==> src/rtl/axis_video_timing_out.sv <==
// AXI4-Stream RGB to raster video: free-running timing counters and a
// SEEK/WAIT_FRM/RUN stream aligner with underflow and SOF/EOL error reporting.
module axis_video_timing_out #(
  parameter int unsigned C_S_AXIS_TDATA_WIDTH = 24,
  parameter int unsigned H_ACTIVE = 1280,
  parameter int unsigned H_FP     = 110,
  parameter int unsigned H_SYNC   = 40,
  parameter int unsigned H_BP     = 220,
  parameter int unsigned V_ACTIVE = 720,
  parameter int unsigned V_FP     = 5,
  parameter int unsigned V_SYNC   = 5,
  parameter int unsigned V_BP     = 20,
  parameter bit          HS_POL   = 1'b1,
  parameter bit          VS_POL   = 1'b1
) (
  input  logic                            S_AXIS_ACLK,
  input  logic                            S_AXIS_ARESET,
  input  logic [C_S_AXIS_TDATA_WIDTH-1:0] S_AXIS_TDATA,
  input  logic                            S_AXIS_TVALID,
  input  logic                            S_AXIS_TUSER,
  input  logic                            S_AXIS_TLAST,
  output logic                            S_AXIS_TREADY,
  output logic [C_S_AXIS_TDATA_WIDTH-1:0] vid_data,
  output logic                            vid_de,
  output logic                            vid_hs,
  output logic                            vid_vs,
  output logic                            locked,
  output logic                            underflow,
  output logic                            sync_err
);

  localparam int unsigned H_TOTAL = H_ACTIVE + H_FP + H_SYNC + H_BP;
  localparam int unsigned V_TOTAL = V_ACTIVE + V_FP + V_SYNC + V_BP;
  localparam int unsigned HW = $clog2(H_TOTAL);
  localparam int unsigned VW = $clog2(V_TOTAL);

  localparam logic [HW-1:0] H_LAST   = HW'(H_TOTAL - 1);
  localparam logic [HW-1:0] H_ACT    = HW'(H_ACTIVE);
  localparam logic [HW-1:0] H_EOL    = HW'(H_ACTIVE - 1);
  localparam logic [HW-1:0] H_HS_BEG = HW'(H_ACTIVE + H_FP);
  localparam logic [HW-1:0] H_HS_END = HW'(H_ACTIVE + H_FP + H_SYNC);
  localparam logic [VW-1:0] V_LAST   = VW'(V_TOTAL - 1);
  localparam logic [VW-1:0] V_ACT    = VW'(V_ACTIVE);
  localparam logic [VW-1:0] V_VS_BEG = VW'(V_ACTIVE + V_FP);
  localparam logic [VW-1:0] V_VS_END = VW'(V_ACTIVE + V_FP + V_SYNC);

  typedef enum logic [1:0] {StSeek, StWaitFrm, StRun} state_e;

  state_e                          state_q, state_d;
  logic [HW-1:0]                   h_cnt_q, h_cnt_d;
  logic [VW-1:0]                   v_cnt_q, v_cnt_d;
  logic [C_S_AXIS_TDATA_WIDTH-1:0] data_q, data_d;
  logic                            de_q, hs_q, vs_q, uf_q, se_q;
  logic                            h_wrap, v_wrap, de_c, hs_c, vs_c, sof_pos, eol_pos;
  logic                            tready, pix_ok, uf_c, err_c;

  always_comb begin
    h_wrap  = (h_cnt_q == H_LAST);
    v_wrap  = (v_cnt_q == V_LAST);
    h_cnt_d = h_wrap ? '0 : h_cnt_q + 1'b1;
    v_cnt_d = v_cnt_q;
    if (h_wrap) begin
      v_cnt_d = v_wrap ? '0 : v_cnt_q + 1'b1;
    end
    de_c    = (h_cnt_q < H_ACT) && (v_cnt_q < V_ACT);
    hs_c    = (h_cnt_q >= H_HS_BEG) && (h_cnt_q < H_HS_END);
    vs_c    = (v_cnt_q >= V_VS_BEG) && (v_cnt_q < V_VS_END);
    sof_pos = (h_cnt_q == '0) && (v_cnt_q == '0);
    eol_pos = (h_cnt_q == H_EOL);
  end

  always_comb begin
    state_d = state_q;
    tready  = 1'b0;
    pix_ok  = 1'b0;
    uf_c    = 1'b0;
    err_c   = 1'b0;
    unique case (state_q)
      StSeek: begin
        // Drop everything up to the SOF beat, which is held for the frame boundary.
        tready = ~S_AXIS_TUSER;
        if (S_AXIS_TVALID && S_AXIS_TUSER) begin
          state_d = StWaitFrm;
        end
      end
      StWaitFrm: begin
        if (h_wrap && v_wrap) begin
          state_d = StRun;
        end
      end
      StRun: begin
        tready = de_c;
        if (de_c && S_AXIS_TVALID) begin
          if ((S_AXIS_TUSER != sof_pos) || (S_AXIS_TLAST != eol_pos)) begin
            err_c   = 1'b1;
            state_d = StSeek;
          end else begin
            pix_ok = 1'b1;
          end
        end else if (de_c) begin
          uf_c = 1'b1;
        end
      end
      default: state_d = StSeek;
    endcase
    data_d = pix_ok ? S_AXIS_TDATA : '0;
  end

  always_ff @(posedge S_AXIS_ACLK or posedge S_AXIS_ARESET) begin
    if (S_AXIS_ARESET) begin
      state_q <= StSeek;
      h_cnt_q <= '0;
      v_cnt_q <= '0;
      data_q  <= '0;
      de_q    <= 1'b0;
      hs_q    <= ~HS_POL;
      vs_q    <= ~VS_POL;
      uf_q    <= 1'b0;
      se_q    <= 1'b0;
    end else begin
      state_q <= state_d;
      h_cnt_q <= h_cnt_d;
      v_cnt_q <= v_cnt_d;
      data_q  <= data_d;
      de_q    <= de_c;
      hs_q    <= hs_c ? HS_POL : ~HS_POL;
      vs_q    <= vs_c ? VS_POL : ~VS_POL;
      uf_q    <= uf_c;
      se_q    <= err_c;
    end
  end

  assign S_AXIS_TREADY = tready;
  assign vid_data      = data_q;
  assign vid_de        = de_q;
  assign vid_hs        = hs_q;
  assign vid_vs        = vs_q;
  assign underflow     = uf_q;
  assign sync_err      = se_q;
  assign locked        = (state_q == StRun);

endmodule

==> config.mk <==
export PLATFORM = sky130hd
export DESIGN_NAME = axis_video_timing_out
export DESIGN_NICKNAME = d
export VERILOG_FILES = /design/src/rtl/axis_video_timing_out.sv
export SDC_FILE = /design/constraint.sdc
export NUM_CORES = 1
export LEC_CHECK = 0
export ABC_AREA = 0
export CORE_ASPECT_RATIO = 2
export CORE_UTILIZATION = 30
export CTS_BUF_LIST = sky130_fd_sc_hd__clkbuf_8
export DETAILED_ROUTE_END_ITERATION = 8
export PLACE_DENSITY = 0.63
export SLEW_MARGIN = 20
export SYNTH_ARGS = -nofsm -noshare
export SYNTH_HDL_FRONTEND = slang
export SYNTH_SLANG_ARGS = --single-unit
==> constraint.sdc <==
create_clock -name S_AXIS_ACLK -period 3.56 [get_ports S_AXIS_ACLK]
set_clock_uncertainty 0.2 [all_clocks]
set_input_delay 0.712 -clock S_AXIS_ACLK [delete_from_list [all_inputs] [get_ports S_AXIS_ACLK]]
set_output_delay 0.712 -clock S_AXIS_ACLK [all_outputs]
set_load 0.05 [all_outputs]
# [Yosys cells after proc, flatten, opt, wreduce, memory -nomap -nowiden]
# Index checks and enable logic that the tools add are counted.
[classes] add_sub_neg=2 order_cmp=6 eq_ne=11 muxes=20 n_bitwise=1 n_reduce_logical=12
[ops] cell="$mux 24" n=1
[ops] cell="$eq 11x11->1 const B" n=2
[ops] cell="$lt 11x11->1 const B" n=2
[ops] cell="$lt 10x10->1 const B" n=2
[ops] cell="$add 11x1->11 const B" n=1
[ops] cell="$ge 11x11->1 const B" n=1
[ops] cell="$logic_not 11->1" n=1
[ops] cell="$mux 1" n=11
[ops] cell="$mux 11" n=1
[ops] cell="$add 10x1->10 const B" n=1
[ops] cell="$eq 10x10->1 const B" n=1
[ops] cell="$ge 10x10->1 const B" n=1
[ops] cell="$logic_not 10->1" n=1
[ops] cell="$mux 10" n=1
[ops] cell="$mux 2" n=4
[ops] cell="$logic_and 1x1->1" n=7
[ops] cell="$pmux 2 s3" n=1
[ops] cell="$ne 2x1->1 const B" n=2
[ops] cell="$ne 2x2->1 const B" n=2
[ops] cell="$reduce_and 4->1" n=1
[ops] cell="$eq 2x1->1 const B" n=1
[ops] cell="$eq 2x2->1 const B" n=1
[ops] cell="$logic_not 2->1" n=1
[ops] cell="$ne 1x1->1" n=2
[ops] cell="other kinds (3)" n=3
[word_totals] regBits=52 inputBits=29 output_inout_bits=31

# [Longest topological paths before layout]
# Gate-level depths: netlist of the first run.
[depth] depth_word=8 depth_mapped=8 ltp_nobuf=7

# [Worst setup path before layout of the first run]
# Ideal clock, no wire load.
[synth_timing] kind="register to output" from="register v_cnt_q[4]" to="output S_AXIS_TREADY" t_arrival_ps=1763 setup_slack_ps=885 stages_incl_launch_ff=8 cell_sequence="dfrtp_1 > buf_6 > o211a_1 > o21ai_0 > nand2_1 > inv_1 > a21oi_1 > nor2_1"
[synth_between] elab_chain_cells=3
[synth_rtl] element="start, declared" line_no="51" rtl="logic [VW-1:0] v_cnt_q, v_cnt_d;"
[synth_rtl] element="start signal, assigned" line_no="123" rtl="v_cnt_q <= v_cnt_d;"
[synth_rtl] element="$lt 10x10->1" line_no="65" rtl="de_c = (h_cnt_q < H_ACT) && (v_cnt_q < V_ACT);"
[synth_rtl] element="$logic_and 1x1->1" line_no="65"
[synth_rtl] element="net de_c" line_no="54" rtl="logic h_wrap, v_wrap, de_c, hs_c, vs_c, sof_pos, eol_pos;"
[synth_rtl] element="$pmux 1 s2" line_no="78" rtl="unique case (state_q)"
[synth_rtl] element="end, declared" line_no="22" rtl="output logic S_AXIS_TREADY,"
# The timed path passes the listed nets, and every way through them passes these cells.

# [Worst setup path in the final report of the first run]
# Same ends and word-level chain as after synthesis.

==> flow_metrics.py, run 1 <==
metrics = {
    "setup_path": {
        "r2r_setup_slack_ns": 0.91,
        "r2r_end": "vid_data[6]$_DFF_PP0_",
        "worstPathRequired_ns": 2.65,
        "startpoint_type": "register",
        "path_max_fanout": 9,
        "r2r_start": "v_cnt_q[1]$_DFFE_PP0N_",
        "critPathArrivalTime_ns": 1.96,
        "reg2regPathDepth": 8,
        "end_kind": "output port",
        "crit_type": "reg -> out",
    },
    "floorplanning": {
        "rows": 45,
        "start_util": 0.3124,
        "io_pins": 60,
        "die_h_um": 127.8,
        "coreArea_um2": 7601,
        "dieArea_um2": 8297,
        "die_w_um": 64.91,
    },
    "clock_tree": {
        "clk_pin_slew_ns": 0.09,
        "clock_sinks": 52,
        "clkLatencyLatePin_ns": 0.31,
        "cts-resized-gates": 0,
        "cts_tree": "built",
        "postCtsSetupBuffers": 0,
        "cts_hold_buf": 0,
        "ctsLongestPathBuffers": 2,
        "clk_root_buffer_cell": "clkbuf_8",
        "htree_levels": 2,
        "numCtsBuffers": 5,
    },
    "outcome": {
        "run_status": "completed",
    },
    "drt": {
        "post_drt_wl_per_cell_um": 13.55,
        "route.detailed.drc": 0,
        "drtPass1Iterations": 4,
        "vias": 1813,
        "routed_wirelength_mm": 5.150,
        "drtAntennaViolNets": 0,
        "viasPerCell": 4.771,
        "drt_iter0_drc": 60,
    },
    "timing": {
        "rsz0062_at_grt": "false",
        "worstMarginPinSlew_ns": 0.6485,
        "slew_viol_final": 0,
        "relSlewSlack": 0.5677,
        "max_freq_mhz": 348.3,
        "period_minus_slack_ns": 2.871,
        "finalHoldViolCount": 0,
        "setup_tns_ns": 0,
        "finalSetupViolations": 0,
        "finalCritPeriodShare": 0.8065,
    },
    "yosys": {
        "synth-simple-area-share": 0.2460,
        "synthArstFlopShare": 1.000,
        "yosysWarnings": 0,
        "synth.mux.area_fraction": 0.01370,
        "synth_cell_type_count": 38,
        "synth_cells": 223,
        "synth_edf_count": 0,
        "synth_top_family_by_area": "simple AND/OR/NAND/NOR gates",
        "ys.flop_type": "dfrtp_1",
        "synth_compound_area_frac": 0.08219,
        "avgSynthCellArea_um2": 10.65,
        "ys_seq_area_frac": 0.5479,
        "synth-seq-cells": 52,
        "synthAdderAreaFrac": 0.03688,
        "syn_area_um2": 2375,
        "synth_xor_area_frac": 0.02950,
        "synth_nets": 259,
    },
    "final_layout": {
        "synthToLayoutAreaGrowth_pct": 32.46,
        "diodes": 0,
        "final_cells": 380,
        "final_layout_size_suffix_gt1_frac": 0.08392,
        "nNetsFinal": 321,
        "final_cell_mix": "clkdlybuf4s50_1, dfrtp_1, and2_1",
        "layout_commonest_cell": "clkdlybuf4s50_1",
    },
    "global_routing": {
        "grt-ovfl-total": 0,
        "grt_max_degree": 53,
        "grt.total_usage": 0.1375,
        "antenna_found_initial": 0,
        "grt_pass1_vias": 1830,
        "grt_pass1_wl_mm": 8.590,
    },
    "worst_hold_path": {
        "holdPathEnd": "state_q[0]$_DFFE_PP0P_",
        "hold_path.class": "reg -> reg",
        "hold_start": "state_q[1]$_DFFE_PP0P_",
        "min_path_cells": 1,
    },
    "power": {
        "leakage_uw": 0.001375,
        "power_density_nw_per_um2": 319.4,
        "ir_drop_mv": 0.2958,
    },
    "place": {
        "post-place-cells": 372,
        "globalplace.congestion": 0.8183,
        "dp_hpwl_mm": 3.802,
        "numPortBuffers": 59,
    },
    "flow_run": {
        "cap_violations": 0,
    },
}
worst max path at each step:
| stage | startpoint | endpoint | slack [ns] | cells past startpoint |
|---|---|---|---|---|
| global placement | S_AXIS_TUSER | S_AXIS_TREADY | 0.92 | 5 |
| floorplan | v_cnt_q[4]$_DFFE_PP0N_ | S_AXIS_TREADY | 0.89 | 7 |
| detailed placement | S_AXIS_TUSER | S_AXIS_TREADY | 0.91 | 5 |
| finish | v_cnt_q[4]$_DFFE_PP0N_ | S_AXIS_TREADY | 0.69 | 7 |
| CTS | v_cnt_q[4]$_DFFE_PP0N_ | S_AXIS_TREADY | 0.68 | 7 |
| global route | v_cnt_q[4]$_DFFE_PP0N_ | S_AXIS_TREADY | 0.45 | 7 |
power by group:
| group | internal (uW) | switching [uW] |
|---|---|---|
| clock | 141 | 204 |
| sequential | 593 | 2.40 |
| combinational | 34.6 | 29.9 |
| total | 769 | 236 |
routing by layer:
| layer | track usage | up-vias | part of all wire |
|---|---|---|---|
| li1 | - | 881 | - |
| met1 | 0.1363 | 871 | 0.36 |
| met2 | 0.2518 | 52 | 0.57 |
| met3 | 0.03826 | 9 | 0.049 |
| met4 | 0.06928 | 0 | 0.028 |
| met5 | 0 | - | 0 |
cell type report:
cell class / count / area [um2]
Clock inverter: 3 / 22.52
Multi-Input combinational cell: 153 / 975.9
Sequential cell: 52 / 1301
Tap cell: 94 / 117.6
Fill cell: 752 / 4456
Inverter: 9 / 33.78
Timing Repair Buffer: 64 / 625.6
Clock buffer: 5 / 68.82
synth_stat cells (2+ instances only):
master    number  area share
dfrtp_1       52        0.55
and2_1        26       0.068
nand2_1       18       0.028
nor2_1        17       0.027
o21ai_0       15       0.032
inv_1          9       0.014
a21oi_1        7       0.015
ha_1           7       0.037
nand3_1        7       0.015
nor3_1         7       0.015
buf_2          5       0.011
xor2_1         5       0.018
a31oi_1        4       0.011
buf_6          4       0.019
nand4_1        4       0.011
nand2b_1       3      0.0079
or3_1          3      0.0079
or4_1          3      0.0095
xnor2_1        3       0.011
mux2_2         2      0.0095
nand4b_1       2      0.0074
o211a_1        2      0.0084
o21ai_1        2      0.0042
or4b_1         2      0.0084
through the flow:
step | setup slack (ns) | hold slack [ns] | utilization | power, uW | cell area (um2)
3_5_place_dp | 0.9104 | 0.2886 | 0.4018 | 673.8 | 3054
6_report | 0.6889 | 0.3053 | 0.4138 | 1005 | 3146
3_3_place_gp | 0.9162 | 0.2706 | 0.4018 | 672.6 | 3054
5_1_grt | 0.4500 | 0.3323 | 0.4138 | 1052 | 3146
4_1_cts | 0.6760 | 0.2991 | 0.4138 | 1021 | 3146
2_1_floorplan | 0.8855 | 0.2578 | - | 632.9 | 2375
state kept, by name, summed over array words and instances, names as in the netlist:
register / count
sync_err: 1
state_q: 2
h_cnt_q: 11
v_cnt_q: 10
vid_data: 24
underflow: 1
vid_vs: 1
vid_hs: 1
vid_de: 1
critical path: stages (launching register included):
cell     delay [ns]
dfrtp_1        0.51
o211a_1        0.27
o21ai_0        0.15
nand2_1        0.17
inv_1          0.14
a21oi_1        0.08
nor2_1         0.11
buf_4          0.21
kinds of logic after synthesis:
| group | count (synthesis) |
|---|---|
| adder cells (fa/ha/maj) | 7 |
| AO/OA/AOI/OAI | 34 |
| XOR/XNOR | 8 |
| flip-flops | 52 |
| AND/OR/NAND/NOR | 101 |
| multiplexers | 3 |
| buffers and inverters | 18 |
Power figures use the tool's default switching activity.
==> inputs of run 2 (changes only) <==
- PLACE_DENSITY: 0.63 -> 0.65
- clock period: 3.56 -> 2.5 ns (I/O delays scaled with it)
==> flow_metrics.py, run 2 (same netlist as run 1, synthesis figures left out) <==
metrics = {
    "setup_path": {
        "crit_chain": "inv_2 > ha_1 > or4b_4 > nor3_4 > mux2_4 > nor4_4 > buf_4 > clkbuf_16 > and2_4",
        "r2r_setup_slack_ns": -0.03,
        "r2r_end": "vid_data[22]$_DFF_PP0_",
        "path_max_fanout": 6,
        "reg2regPathDepth": 9,
        "slowest_stage": "or4b_4",
        "r2r_start": "v_cnt_q[0]$_DFFE_PP0N_",
        "startpoint_type": "register",
        "end_kind": "register",
        "cp_slowest_stage_delay_ns": 0.47,
        "crit_type": "reg -> reg",
        "worstPathRequired_ns": 2.56,
        "critPathArrivalTime_ns": 2.59,
    },
    "clock_tree": {
        "clk_pin_slew_ns": 0.09,
        "numCtsBuffers": 5,
        "cts_tree": "built",
        "clkLatencyLatePin_ns": 0.31,
        "ctsLongestPathBuffers": 2,
        "htree_levels": 2,
        "cts_hold_buf": 0,
        "clk_root_buffer_cell": "clkbuf_8",
        "clock_sinks": 52,
    },
    "timing": {
        "max_freq_mhz": 395.5,
        "finalSetupViolations": 17,
        "finalHoldViolCount": 0,
        "period_minus_slack_ns": 2.528,
        "rsz0062_at_grt": "true",
        "slew_viol_final": 0,
        "finalCritPeriodShare": 1.011,
        "fin_ws_ns": -0.02821,
        "setup_tns_ns": -0.1873,
        "worstMarginPinSlew_ns": 0.5388,
        "relSlewSlack": 0.6396,
    },
    "place": {
        "dp_hpwl_mm": 4.255,
        "globalplace.congestion": 0.8829,
        "dp_slack_ns": 0.05312,
        "numPortBuffers": 59,
    },
    "floorplanning": {
        "coreArea_um2": 7601,
        "dieArea_um2": 8297,
        "start_util": 0.3124,
        "die_w_um": 64.91,
        "rows": 45,
        "die_h_um": 127.8,
        "io_pins": 60,
    },
    "global_routing": {
        "antenna_found_initial": 0,
        "grtUsageMet2": 0.2813,
        "grt-ovfl-total": 0,
        "use_met3": 0.03470,
        "grt.total_usage": 0.1452,
        "grt_max_degree": 25,
        "busiest_layer": "met2",
        "use_met1": 0.1301,
        "grt_pass1_wl_mm": 8.970,
        "grt_pass1_vias": 1964,
    },
    "power": {
        "ir_drop_mv": 0.3688,
        "power_density_nw_per_um2": 417.9,
        "leakage_uw": 0.001519,
        "power.total_uw": 1422,
    },
    "drt": {
        "routed_wirelength_mm": 5.715,
        "drtAntennaViolNets": 0,
        "post_drt_wl_per_cell_um": 14.15,
        "viasPerCell": 4.819,
        "route.detailed.drc": 0,
        "vias": 1947,
        "drt_iter0_drc": 69,
        "drtPass1Iterations": 4,
    },
    "flow_run": {
        "cap_violations": 0,
    },
    "final_layout": {
        "synthToLayoutAreaGrowth_pct": 43.31,
        "nNetsFinal": 345,
        "largest_register_ffs": 24,
        "final_core_util": 0.4477,
        "diodes": 0,
        "final_layout_size_suffix_gt1_frac": 0.1903,
        "layout_commonest_cell": "clkdlybuf4s50_1",
        "final_cell_mix": "clkdlybuf4s50_1, dfrtp_1, buf_4",
    },
    "outcome": {
        "violations": "setup timing",
        "run_status": "finished, violations left",
    },
    "worst_hold_path": {
        "hold_path.class": "in -> async",
    },
}
-- run 2: cell types whose count changed in the layout (fill, tap and decap cells not counted), moves of 2 or more --
cell / delta
buf_4: +20
inv_2: +3
and2_1: -2
and2_4: +2
buf_12: +2
buf_6: +2
inv_1: -2
-- run 2: cell type report --
type / instances / area (um2)
tap: 94 / 117.6
sequential: 52 / 1303
clock buffer: 5 / 68.82
inverter: 9 / 33.78
clock inverter: 3 / 20.02
timing repair buffer: 88 / 853.3
fill: 750 / 4198
multi-input combinational: 153 / 1007
-- run 2: how the worst max path moves through the flow --
stage                                 from  slack, ns                     end
floorplan           v_cnt_q[1]$_DFFE_PP0N_       0.01  vid_data[10]$_DFF_PP0_
global placement    v_cnt_q[0]$_DFFE_PP0N_       0.09   vid_data[5]$_DFF_PP0_
detailed placement  v_cnt_q[0]$_DFFE_PP0N_       0.05  vid_data[10]$_DFF_PP0_
CTS                 v_cnt_q[7]$_DFFE_PP0N_      0.001           S_AXIS_TREADY
global route        v_cnt_q[0]$_DFFE_PP0N_      -0.15   vid_data[9]$_DFF_PP0_
finish              v_cnt_q[0]$_DFFE_PP0N_      -0.03  vid_data[22]$_DFF_PP0_
-- run 2: layer usage --
metal	share of wire	vias up
met5	0	-
met4	0.036	0
met3	0.034	16
met2	0.60	54
met1	0.33	947
li1	-	930
-- run 2: report_power, final --
| part | switching, uW | internal [uW] | total [uW] | leakage, uW |
|---|---|---|---|---|
| sequential | 4.15 | 845 | 849 | 0.000701 |
| clock | 274 | 195 | 470 | 0.0000455 |
| combinational | 46.2 | 57.4 | 104 | 0.000772 |
| total | 325 | 1100 | 1420 | 0.00152 |
-- run 2: per-stage QoR --
step / hold slack, ns / instance area (um2) / std cells
final: 0.2862 / 3403 / 404
after global placement: 0.2749 / 3197 / 388
after CTS: 0.2940 / 3331 / 400
after detailed placement: 0.2866 / 3197 / 388
after floorplan: 0.2578 / 2375 / 223
after global routing: 0.3061 / 3403 / 404
-- run 2: worst max-delay path, delay by kind of cell (launching register included) --
kind / cells / cell delay, ns
adders and majority gates: 1 / 0.12
muxes: 1 / 0.34
buffers and inverters: 3 / 0.40
and+or+nand+nor: 4 / 1.01
DFF: 1 / 0.40
-- run 2: timing repair --
item,CTS,global route
endpoints found under the setup margin,1,25
pin swaps,3,3
gates resized for setup,6,9
hold endpoints to repair,0,0
buffers inserted,4,2
gates cloned,0,2
==> inputs of run 3 (changes only) <==
- MAX_ROUTING_LAYER: not set -> met4
==> flow_metrics.py, run 3 (same netlist as run 1, synthesis figures left out) <==
metrics = {
    "place": {
        "post-place-cells": 388,
        "dp_hpwl_mm": 4.255,
        "globalplace.congestion": 0.8976,
        "numPortBuffers": 59,
    },
    "setup_path": {
        "cp.depth": 9,
        "slowest_stage": "or4b_4",
        "critPathArrivalTime_ns": 2.58,
        "crit_start": "v_cnt_q[0]$_DFFE_PP0N_",
        "cp_num_buf_inv": 3,
        "reg2regPathDepth": 9,
        "cp_slowest_stage_delay_ns": 0.47,
        "crit_chain": "inv_2 > ha_1 > or4b_4 > nor3_4 > mux2_4 > nor4_4 > buf_4 > clkbuf_16 > and2_4",
        "worstPathRequired_ns": 2.56,
        "startpoint_type": "register",
        "path_max_fanout": 6,
        "r2r_start": "v_cnt_q[0]$_DFFE_PP0N_",
        "end_kind": "register",
        "crit_family": "simple AND/OR/NAND/NOR gates",
        "crit_type": "reg -> reg",
    },
    "global_routing": {
        "grt_pass1_vias": 1965,
        "grt_max_degree": 25,
        "antenna_found_initial": 0,
        "grt-ovfl-total": 0,
        "grt.total_usage": 0.1494,
        "grt_pass1_wl_mm": 8.949,
    },
    "flow_run": {
        "cap_violations": 0,
    },
    "floorplanning": {
        "dieArea_um2": 8297,
        "io_pins": 60,
        "die_w_um": 64.91,
        "rows": 45,
        "coreArea_um2": 7601,
        "start_util": 0.3124,
        "die_h_um": 127.8,
    },
    "drt": {
        "drtAntennaViolNets": 0,
        "drtPass1Iterations": 4,
        "route.detailed.drc": 0,
        "drt_iter0_drc": 73,
        "routed_wirelength_mm": 5.716,
        "vias": 1949,
        "viasPerCell": 4.824,
        "post_drt_wl_per_cell_um": 14.15,
    },
    "final_layout": {
        "largest_register_ffs": 24,
        "layout_commonest_cell": "clkdlybuf4s50_1",
        "diodes": 0,
        "synthToLayoutAreaGrowth_pct": 43.31,
        "nFillCells": 750,
        "final_cells": 404,
        "final_layout_size_suffix_gt1_frac": 0.1903,
        "nNetsFinal": 345,
        "final_cell_mix": "clkdlybuf4s50_1, dfrtp_1, buf_4",
    },
    "timing": {
        "finalSetupViolations": 17,
        "max_freq_mhz": 395.9,
        "finalCritPeriodShare": 1.010,
        "fin_ws_ns": -0.02572,
        "finalHoldViolCount": 0,
        "setup_tns_ns": -0.1568,
        "period_minus_slack_ns": 2.526,
        "slew_viol_final": 0,
        "relSlewSlack": 0.6397,
        "rsz0062_at_grt": "true",
        "worstMarginPinSlew_ns": 0.5387,
    },
    "power": {
        "power_density_nw_per_um2": 418.4,
        "p_sw_uw": 326.4,
        "ir_drop_mv": 0.3693,
        "pwr-share-comb": 0.073,
        "sw_frac_of_total": 0.2292,
        "clkPwrFrac": 0.331,
        "leakage_uw": 0.001519,
        "p_seq_frac": 0.596,
        "power.internal_uw": 1097,
    },
    "clock_tree": {
        "clock_sinks": 52,
        "clk_pin_slew_ns": 0.09,
        "numCtsBuffers": 5,
        "clk_root_buffer_cell": "clkbuf_8",
        "ctsLongestPathBuffers": 2,
        "htree_levels": 2,
        "cts_tree": "built",
        "clkLatencyLatePin_ns": 0.31,
    },
    "outcome": {
        "violations": "setup timing",
        "run_status": "finished, violations left",
    },
    "worst_hold_path": {
        "hold_path.class": "in -> async",
    },
}
[run 3: cell counts in the layout (fill, tap and decap cells not counted)]
Identical to the previous run, type by type.
[run 3: per-layer routing]
layer | global-route usage | routed length, um | vias up
li1 | - | - | 931
met1 | 0.1318 | 1960 | 950
met2 | 0.2813 | 3379 | 49
met3 | 0.03203 | 153 | 19
met4 | 0.08105 | 223 | 0
met5 | - | 0 | -
[run 3: layout make-up]
| type | instances | area [um2] | area share |
|---|---|---|---|
| clock buffer | 5 | 68.82 | 0.02022 |
| clock inverter | 3 | 20.02 | 0.005882 |
| inverter | 9 | 33.78 | 0.009926 |
| multi-input combinational | 153 | 1007 | 0.2960 |
| sequential | 52 | 1303 | 0.3827 |
| tap | 94 | 117.6 | 0.03456 |
| timing repair buffer | 88 | 853.3 | 0.2507 |
[run 3: power groups by stage]
stage / Clock (uW) / Combinational (uW) / Sequential (uW)
2_1_floorplan: 0 / 37.3 / 864
3_3_place_gp: 0 / 102 / 865
3_5_place_dp: 0 / 103 / 865
4_1_cts: 494 / 105 / 849
5_1_grt: 529 / 112 / 850
6_report: 471 / 103 / 849
[run 3: worst reg2reg max path, stage by stage, from the launching register on]
cell and delay [ns]:
dfrtp_1 0.40, inv_2 0.06, ha_1 0.12, or4b_4 0.47, nor3_4 0.20, mux2_4 0.34
nor4_4 0.21, buf_4 0.19, clkbuf_16 0.15, and2_4 0.13
[run 3: path summary, 6_finish.rpt]
path,end,slack [ns]
min in group S_AXIS_ACLK,state_q[0]$_DFFE_PP0P_,0.32
setup reg to reg,vid_data[22]$_DFF_PP0_,-0.03
hold / removal,vid_data[18]$_DFF_PP0_,0.29
setup / recovery,vid_data[22]$_DFF_PP0_,-0.03
max in group asynchronous,v_cnt_q[9]$_DFFE_PP0N_,1.18
hold reg to reg,state_q[0]$_DFFE_PP0P_,0.32
[run 3: through the flow]
step                instance area, um2  power (uW)    util  hold WS, ns  worst slack, ns
finish                            3403        1424  0.4477       0.2878         -0.02572
global route                      3403        1491  0.4477       0.3061          -0.1496
CTS                               3331        1447  0.4382       0.2940         0.001366
detailed placement                3197       967.9  0.4206       0.2866          0.05312
global placement                  3197       966.2  0.4206       0.2749          0.09327
floorplan                         2375       901.3       -       0.2578          0.01423
[run 3: repair_timing]
action	in CTS	in global routing
pin swaps	3	3
setup buffers	4	2
resized for setup	6	9
hold buffers	0	0
cloned	0	2
setup endpoints to repair	1	25
